<file path="src/rtl/seq_mem_pkg.sv">
// Shared constants, FSM encoding and LFSR step for the sequence RAM and its users.
// Imported by the writer, the memory access mux and the player.
package seq_mem_pkg;

  localparam int ADDR_W = 5;
  localparam int DATA_W = 16;
  localparam int DEPTH  = 32;
  localparam int SYM_W  = 2;

  localparam logic [15:0] LFSR_MASK = 16'hB400;
  localparam logic [15:0] SEED      = 16'hACE1;

  typedef enum logic [1:0] {
    IDLE  = 2'd0,
    WRITE = 2'd1,
    DONE  = 2'd2
  } wr_state_e;

  // Galois right-shift step; a non-zero state never maps to zero.
  function automatic logic [15:0] lfsr_next(input logic [15:0] s);
    return {1'b0, s[15:1]} ^ (s[0] ? LFSR_MASK : 16'h0000);
  endfunction

endpackage

</file>
<file path="src/rtl/seq_lfsr.sv">
// Free-running 16-bit Galois LFSR, one step per cycle out of reset.
// No handshake: the state output is always valid.
module seq_lfsr #(
  parameter logic [15:0] SEED = seq_mem_pkg::SEED
) (
  input  logic        clock,
  input  logic        reset,
  output logic [15:0] state
);

  logic [15:0] lfsr_q;
  logic [15:0] lfsr_d;

  assign lfsr_d = seq_mem_pkg::lfsr_next(lfsr_q);
  assign state  = lfsr_q;

  always_ff @(posedge clock or posedge reset) begin
    if (reset) begin
      lfsr_q <= SEED;
    end else begin
      lfsr_q <= lfsr_d;
    end
  end

endmodule

</file>
<file path="src/rtl/sequence_writer.sv">
// Appends one pseudo-random symbol per command to the sequence RAM; done one cycle after the write.
// Latency 2 cycles with grant held; a WRITE stalls with stable address/data while grant is low.
module sequence_writer
  import seq_mem_pkg::*;
(
  input  logic              clock,
  input  logic              reset,
  input  logic              init,
  input  logic              extend,
  input  logic              grant,
  output logic              busy,
  output logic              done,
  output logic              overflow,
  output logic              full,
  output logic [ADDR_W:0]   seq_len,
  output logic [ADDR_W-1:0] mem_address,
  output logic [DATA_W-1:0] mem_data,
  output logic              mem_wren
);

  wr_state_e         state_q;
  logic [ADDR_W:0]   seq_len_q;
  logic [ADDR_W-1:0] addr_q;
  logic [DATA_W-1:0] data_q;
  logic              done_q;
  logic              ovf_q;
  logic [15:0]       lfsr;
  logic [DATA_W-1:0] sym_word;

  seq_lfsr #(
    .SEED (SEED)
  ) u_lfsr (
    .clock (clock),
    .reset (reset),
    .state (lfsr)
  );

  assign sym_word    = {{(DATA_W-SYM_W){1'b0}}, lfsr[SYM_W-1:0]};
  assign full        = (seq_len_q == (ADDR_W+1)'(DEPTH));
  assign busy        = (state_q != IDLE);
  assign mem_wren    = (state_q == WRITE) && grant;
  assign done        = done_q;
  assign overflow    = ovf_q;
  assign seq_len     = seq_len_q;
  assign mem_address = addr_q;
  assign mem_data    = data_q;

  always_ff @(posedge clock or posedge reset) begin
    if (reset) begin
      state_q   <= IDLE;
      seq_len_q <= '0;
      addr_q    <= '0;
      data_q    <= '0;
      done_q    <= 1'b0;
      ovf_q     <= 1'b0;
    end else begin
      done_q <= 1'b0;
      ovf_q  <= 1'b0;
      case (state_q)
        IDLE: begin
          // init has priority and suppresses any overflow from a simultaneous extend.
          if (init) begin
            seq_len_q <= '0;
            addr_q    <= '0;
            data_q    <= sym_word;
            state_q   <= WRITE;
          end else if (extend) begin
            if (full) begin
              ovf_q <= 1'b1;
            end else begin
              addr_q  <= seq_len_q[ADDR_W-1:0];
              data_q  <= sym_word;
              state_q <= WRITE;
            end
          end
        end
        WRITE: begin
          if (grant) begin
            seq_len_q <= seq_len_q + 1'b1;
            done_q    <= 1'b1;
            state_q   <= DONE;
          end
        end
        DONE: begin
          state_q <= IDLE;
        end
        default: begin
          state_q <= IDLE;
        end
      endcase
    end
  end

endmodule
</file>
<file path="config.mk">
export PLATFORM = sky130hd
export DESIGN_NAME = sequence_writer
export DESIGN_NICKNAME = d
export VERILOG_FILES = /design/src/rtl/seq_mem_pkg.sv /design/src/rtl/seq_lfsr.sv /design/src/rtl/sequence_writer.sv
export SDC_FILE = /design/constraint.sdc
export NUM_CORES = 1
export LEC_CHECK = 0
export BUFFER_PORTS_ARGS = -buffer_cell sky130_fd_sc_hd__clkbuf_2
export CAP_MARGIN = 0
export CELL_PAD_IN_SITES_DETAIL_PLACEMENT = 1
export CELL_PAD_IN_SITES_GLOBAL_PLACEMENT = 2
export CORE_MARGIN = 10
export CORE_UTILIZATION = 35
export CTS_CLUSTER_DIAMETER = 40
export DETAILED_ROUTE_END_ITERATION = 12
export GPL_TIMING_DRIVEN = 0
export PLACE_DENSITY = 0.8
export SYNTH_ARGS = -nofsm -noshare
export SYNTH_HDL_FRONTEND = slang
export SYNTH_SLANG_ARGS = --single-unit
</file>
<file path="constraint.sdc">
create_clock -name clock -period 2.78 [get_ports clock]
set_input_delay 0.278 -clock clock [delete_from_list [all_inputs] [get_ports clock]]
set_output_delay 0.278 -clock clock [all_outputs]
set_load 0.01 [all_outputs]
</file>
After elaboration in Yosys (flattened, before gate mapping)
Index checks and enable logic that the tools add are counted.
Word-level totals
  register bits: 47
  output and inout bits: 32
  word-level logic and storage cells: 45
Cells by class
  add/sub/neg operators: 1
  equal/unequal tests: 7
  muxes and demuxes: 21
  bitwise gates (word level): 1
  reduce and logical (&&, ||, !) cells: 8
Operators with widths (number)
  $mux 16: 4
  $xor 15x16->16: 1
  $mux 5: 3
  $mux 6: 2
  $pmux 6 s2: 1
  $reduce_and 3->1: 3
  $mux 2: 4
  $add 6x1->6 const B: 1
  $eq 6x6->1 const B: 1
  $mux 1: 6
  $ne 2x2->1 const B: 3
  $ne 3x3->1 const B: 2
  $reduce_bool 2->1: 3
  $pmux 2 s2: 1
  $eq 2x1->1 const B: 1
  $logic_not 2->1: 1
  $logic_and 1x1->1: 1

Depth between registers and ports, before layout
Gate-level depths: netlist of run 1.
  word-level depth: 5
  mapped depth: 6

Cells and area by module
From an unflattened synthesis of run 1, not the netlist that was laid out.
Second synthesis, totals
  cell total of the unflattened synthesis: 125
  area, all modules: 1510.2 µm²
By module, submodules not included
  sequence_writer: instances 1, cells each 92, area an instance 972.2 µm², sequential area each 425.4 µm²
  seq_lfsr: instances 1, cells each 33, area an instance 538.0 µm², sequential area each 410.4 µm²

Worst setup path after synthesis of run 1
Ideal clock, no wire load.
  kind: register to register
  start: reg seq_len_q[3] (netlist: seq_len[3])
  end: reg data_q[0] (netlist: mem_data[0])
  library setup time: 0.128 ns
  arrival time: 1.605 ns
  required time: 2.652 ns
  slack: 1.047 ns
  cell stages (with the launch flop): 5
  path buffers: 0
  cell sequence: dfrtp_1 > or3_4 > o211ai_2 > a21boi_4 > mux2_1
Between the ends
  word-level cells in the longest chain between the ends: 3
RTL lines
  from (decl): RTL line sequence_writer.sv:22  | logic [ADDR_W:0] seq_len_q;
  from (signal assigned): RTL line sequence_writer.sv:79  | seq_len_q <= seq_len_q + 1'b1;
  $eq 6x6->1: RTL line sequence_writer.sv:39  | assign full = (seq_len_q == (ADDR_W+1)'(DEPTH));
  $ne 2x2->1 (no source line)
  $reduce_and 3->1 (no source line)
  to (signal assigned): RTL line sequence_writer.sv:65  | data_q <= sym_word;
  to (signal assigned): RTL line sequence_writer.sv:72  | data_q <= sym_word;
  to (decl): RTL line sequence_writer.sv:24  | logic [DATA_W-1:0] data_q;
Every way passes these cells.
A chain may end at the register's enable or synchronous reset.

Final worst setup path of run 1
Ends and elaborated chain as after synthesis.

==> metrics, run 1 <==
final layout net count=153; routed vias=844; nature of the critical path startpoint=flop; Die Span X=81.7 um; Worst Path Arrival=2030 ps; FF-to-FF path depth=4; worst path required time=2940 ps; H-tree levels=2; CTS Buf Count=5; drt first pass iters=3; std cell rows=22; wire per inst=14.2 um; setup_tns=0 ps; Avg Synthesized Cell Area=13.1 um^2; RR Startpoint=seq_len[3]; Crit Reg-Reg Endpoint=mem_data[0]; multiplexer share of the synthesized area=1.69%; Buffers on Ports=22; r2r setup slk=910 ps; Clk Latency, worst-skew pair=280 ps; unique cell type count in the Yosys netlist=30; vias in the first global route=908; Final Non-Filler Cells=195; GRT Util Overall=8.69%; global route total overflow=0; Setup Buffers After CTS=0; crit path kind=reg2reg; Hold/Removal Path Class=in2reg; routed wire length=2.76 mm; post-route minimum period=1870 ps; Achievable Freq=535 MHz; Final HPWL DP=2.07 mm; root buffer cell=clkbuf_8; P per Cell Area=724 nW/um^2; Layout Utilization=46.0%; RSZ-0062 raised after global routing=false; Core Box Area=3660 um^2; area occupied by multi-input gates=422 um^2; CTS tree=built; post-synthesis simple-gate area fraction=9.58%; Die Span Y=81.7 um; status=complete, no violations; worst min-delay path endpoint=state_q[0]; FF/Latch Area=836 um^2; Die ar.=6670 um^2; largest family of logic cells by synthesized area=compound AO/OA/AOI/OAI gates; fillers=408; yosys warns=0; Final Cycle Share=67.3%; flops & latches, synth=33; Compound-Gate Fraction of Synth Area=9.95%; adder-cell area share of the yosys netlist=1.88%; initial antenna violation count=0; dpl cells=185; # diodes=0; clock transition at the registers of the reported paths=70 ps; number of remaining DRC errors=0; peak supply drop=0.249 mV; CP startpoint=seq_len[3]; commonest non-fill, non-tap cell in the layout=dfrtp_1; Cells after Synth=102; GPL Wtd Cong=0.756; Longest Clk Path Bufs=2; first-pass GRT wire length=4.36 mm; Iter 0 DRT Violations=26; # Max-Cap Violations=0; post-synthesis xor/xnor area fraction=4.60%; share of cells above drive strength 1=38.8%; largest net degree at the start of global routing=34; clock sinks=33; via density per instance=4.33; worst hold path depth=2; Post-Synthesis Cell Area=1330 um^2; Setup crit end kind=flop; Hold Fails Final Rpt=0; clock skew after layout=5.29 ps; commonest cells after routing, fill and taps aside=dfrtp_1 (25), clkbuf_2 (22), buf_4 (14), conb_1 (14), dfstp_2 (8); worst-path fanout max=6; Hold Startpoint=grant; final setup fails=0; Post-DRT Antenna Nets=0; Starting Density=36.4%; Area growth syn-to-layout=26.5%; Leak Pwr=0.910 nW; final slew viol count=0; sequential-to-total area share from yosys stat=62.7%; I/O pin total=37
[critical path, stage by stage, from the launching register on]
cell      delay (ps)
dfrtp_1          450
or3_4            430
o211ai_2         250
a21boi_4         290
mux2_1           340
[through the flow]
stage / setup WS (ps) / total power, mW / hold WS (ps) / cell area [um^2]
floorplan: 1050 / 0.760 / 331 / 1380
global placement: 964 / 0.852 / 337 / 1550
detailed placement: 901 / 0.860 / 336 / 1550
CTS: 895 / 1.23 / 250 / 1650
global route: 844 / 1.30 / 268 / 1690
finish: 909 / 1.22 / 254 / 1690
[layout make-up]
type | instances | area share [%]
flip-flops and latches | 33 | 49.6
inverters | 4 | 0.891
well taps | 48 | 3.56
repair buffers | 24 | 8.76
multi-input cells | 63 | 25.0
clock buffers | 6 | 4.90
clock inverters | 2 | 0.817
plain buffers | 15 | 6.46
[power by group]
part	total [mW]	internal, mW	switching (mW)
Sequential	0.574	0.524	0.0495
Clock	0.367	0.200	0.167
Combinational	0.280	0.124	0.156
Total	1.22	0.849	0.372
[synth_stat cells, drive strengths merged]
cell type | instances | area [um^2]
nand2 | 5 | 18.8
xor2 | 7 | 61.3
a221oi | 1 | 8.76
nand3b | 1 | 7.51
clkbuf | 1 | 3.75
ha | 2 | 25.0
a2bb2oi | 2 | 17.5
a22o | 2 | 17.5
nor2 | 8 | 32.5
dfstp | 8 | 210
and2 | 1 | 6.26
or3 | 1 | 11.3
mux2 | 2 | 22.5
buf | 14 | 105
a21boi | 1 | 18.8
and3b | 2 | 17.5
o211ai | 1 | 12.5
a21o | 1 | 7.51
dfrtp | 25 | 626
a32oi | 1 | 8.76
and3 | 1 | 6.26
nand4 | 2 | 12.5
and4b | 1 | 10.0
conb | 1 | 3.75
nor3 | 1 | 5.00
o21ai | 3 | 15.0
inv | 4 | 15.0
o2bb2ai | 3 | 26.3
[cell families (layout without fill, tap and decap cells)]
kind of cell | Yosys count | in the layout
flops | 33 | 33
simple gates | 23 | 23
buf+inv | 19 | 51
compound gates | 15 | 15
xor+xnor | 7 | 7
fa+ha+maj | 2 | 2
mux | 2 | 2
other cells | 1 | 14
[per-layer routing]
layer	GRT usage [%]	routed length [um]	up-vias
met5	0	0	-
met4	5.95	58	0
li1	-	-	404
met3	4.59	292	5
met1	10.2	1220	406
met2	12.0	1190	29
[how the worst max path moves through the flow]
stage	end	slack, ps	cells past startpoint
2_1_floorplan	mem_data[0]	1050	4
3_3_place_gp	mem_data[0]	960	4
3_5_place_dp	mem_data[0]	900	4
4_1_cts	mem_data[0]	900	4
5_1_grt	mem_data[1]	840	4
6_report	mem_data[0]	910	4
[repair_timing]
action | in CTS | in global routing
hold buffers | 0 | 1
hold endpoints to repair | 0 | 4
gates resized for setup | 0 | 0
[registers in the layout, indices dropped and copies added (netlist names)]
name / cells
done: 1
mem_address: 5
mem_data: 2
overflow: 1
seq_len: 6
state_q: 2
u_lfsr.state: 16
Note: power is estimated with default switching activity, not from simulation.
==> inputs of run 2 (changes only) <==
--- a/config.mk
+++ b/config.mk
@@ -10,11 +10,11 @@
 export CELL_PAD_IN_SITES_DETAIL_PLACEMENT = 1
 export CELL_PAD_IN_SITES_GLOBAL_PLACEMENT = 2
 export CORE_MARGIN = 10
-export CORE_UTILIZATION = 35
+export CORE_UTILIZATION = 33
 export CTS_CLUSTER_DIAMETER = 40
 export DETAILED_ROUTE_END_ITERATION = 12
 export GPL_TIMING_DRIVEN = 0
-export PLACE_DENSITY = 0.8
+export PLACE_DENSITY = 0.76
 export SYNTH_ARGS = -nofsm -noshare
 export SYNTH_HDL_FRONTEND = slang
 export SYNTH_SLANG_ARGS = --single-unit
==> constraint.sdc (replaced) <==
create_clock -name clock -period 1.9 [get_ports clock]
set_input_delay 0.19 -clock clock [delete_from_list [all_inputs] [get_ports clock]]
set_output_delay 0.19 -clock clock [all_outputs]
set_load 0.01 [all_outputs]
==> run 2 against run 1 <==
Against the previous run: flip-flop and latch count unchanged; non-clock buffer count up 2; die area up 4.6%; via count up 4.4%.
==> metrics, run 2 (synthesis results as in run 1) <==
commonest cells after routing, fill and taps aside=dfrtp_1 (23), clkbuf_2 (22), buf_4 (16) (was dfrtp_1 (25), clkbuf_2 (22), buf_4 (14), conb_1 (14), dfstp_2 (8)); area occupied by multi-input gates=430 um^2 (was 422 um^2); Core Box Area=3940 um^2 (was 3660 um^2); first-pass GRT wire length=4.85 mm (was 4.36 mm); clock sinks=33 (unchanged); Iter 0 DRT Violations=33 (was 26); CP max-delay cell=dfrtp_2 (was dfrtp_1); Area growth syn-to-layout=29.5% (was 26.5%); CTS Buf Count=5 (unchanged); final slew viol count=0 (unchanged); Leak Pwr=0.913 nW (was 0.910 nW); post-route minimum period=1830 ps (was 1870 ps); setup_tns=0 ps (unchanged); Achievable Freq=546 MHz (was 535 MHz); max reg flops=16 (unchanged); largest net degree at the start of global routing=34 (unchanged); Worst Path Arrival=2000 ps (was 2030 ps); clock skew after layout=4.76 ps (was 5.29 ps); routed vias=881 (was 844); Die Span X=83.5 um (was 81.7 um); Setup crit end kind=flop (unchanged); Longest Clk Path Bufs=2 (unchanged); global route total overflow=0 (unchanged); FF/Latch Area=838 um^2 (was 836 um^2); via density per instance=4.43 (was 4.33); CTS tree=built (unchanged); Die ar.=6980 um^2 (was 6670 um^2); CP peak stage delay=460 ps (was 450 ps); clock transition at the registers of the reported paths=70 ps (about the same); status=complete, no violations (unchanged); P per Cell Area=1120 nW/um^2 (was 724 nW/um^2); peak supply drop=0.347 mV (was 0.249 mV); H-tree levels=2 (unchanged); crit path kind=reg2reg (unchanged); Clk Latency, worst-skew pair=290 ps (was 280 ps); Buffers on Ports=22 (unchanged); std cell rows=23 (was 22); Hold/Removal Path Class=in2reg (unchanged); crit-path cells=or3_4, o211ai_4, a21boi_4, mux2_1 (was or3_4, o211ai_2, a21boi_4, mux2_1); Final Cycle Share=96.4% (was 67.3%); fillers=440 (was 408); Final HPWL DP=2.16 mm (was 2.07 mm); final setup fails=0 (unchanged); vias in the first global route=902 (was 908); root buffer cell=clkbuf_8 (unchanged); final layout net count=155 (was 153); Starting Density=33.8% (was 36.4%); share of cells above drive strength 1=40.9% (was 38.8%); Die Span Y=83.5 um (was 81.7 um); GRT Util Overall=8.86% (was 8.69%); CP delay by family, top=compound AO/OA/AOI/OAI gates (unchanged); commonest non-fill, non-tap cell in the layout=dfrtp_1 (unchanged); Post-DRT Antenna Nets=0 (unchanged); worst path required time=2070 ps (was 2940 ps); GPL Wtd Cong=0.810 (was 0.756); crit path buf inv count=0 (unchanged); Hold Fails Final Rpt=0 (unchanged); initial antenna violation count=0 (unchanged); wire per inst=15.1 um (was 14.2 um); number of remaining DRC errors=0 (unchanged); routed wire length=3.00 mm (was 2.76 mm); # Max-Cap Violations=0 (unchanged); I/O pin total=37 (unchanged); nature of the critical path startpoint=flop (unchanged); # diodes=0 (unchanged); drt first pass iters=3 (unchanged); worst-path fanout max=6 (unchanged); Layout Utilization=43.8% (was 46.0%)
[run 2: routing by layer]
| metal | up-vias | GRT usage (%) | wire length [um] |
|---|---|---|---|
| li1 | 413 | - | - |
| met1 | 435 | 10.1 | 1290 |
| met2 | 26 | 13.1 | 1400 |
| met3 | 7 | 4.59 | 245 |
| met4 | 0 | 5.02 | 64 |
| met5 | - | 0 | 0 |
[run 2: stage by stage]
| stage | hold WS (ps) | area, um^2 | power, mW | instances | setup slack (ps) |
|---|---|---|---|---|---|
| 2_1_floorplan | 272 | 1380 | 1.11 | 115 | 167 |
| 3_3_place_gp | 337 | 1550 | 1.25 | 187 | 83.3 |
| 3_5_place_dp | 336 | 1550 | 1.26 | 187 | 36.5 |
| 4_1_cts | 153 | 1670 | 1.93 | 195 | 45.2 |
| 5_1_grt | 185 | 1730 | 2.04 | 199 | -11.1 |
| 6_report | 166 | 1730 | 1.93 | 199 | 68.8 |
[run 2: final timing paths]
kind                                       from                to  slack, ps  cells after the start
worst min-delay path                      grant        state_q[0]        170                      2
worst max register to register       seq_len[2]       mem_data[1]         70                      4
worst min register to register  u_lfsr.state[4]   u_lfsr.state[3]        360                      0
min in group asynchronous                 reset    mem_address[3]        350                      3
max in group asynchronous                 reset  u_lfsr.state[13]       1070                      4
worst max-delay path                 seq_len[2]       mem_data[1]         70                      4
[run 2: final cells by class]
| type | instances | share of cell area (%) |
|---|---|---|
| plain buffers | 15 | 6.31 |
| clock buffers | 5 | 3.99 |
| clock inverters | 3 | 2.68 |
| inverters | 4 | 0.870 |
| multi-input cells | 63 | 24.9 |
| flip-flops and latches | 33 | 48.6 |
| well taps | 50 | 3.63 |
| repair buffers | 26 | 8.99 |
[run 2: repair_timing]
action	4_1_cts	5_1_grt
hold buffers	0	1
buffers inserted	0	2
endpoints found under the hold margin	0	7
resized for setup	0	3
setup endpoints to repair	0	2
[run 2: where the power goes]
group          switching [mW]  leakage, nW  internal (mW)
Clock                   0.273       0.0543          0.392
Sequential             0.0718        0.421          0.768
Combinational           0.236        0.438          0.184
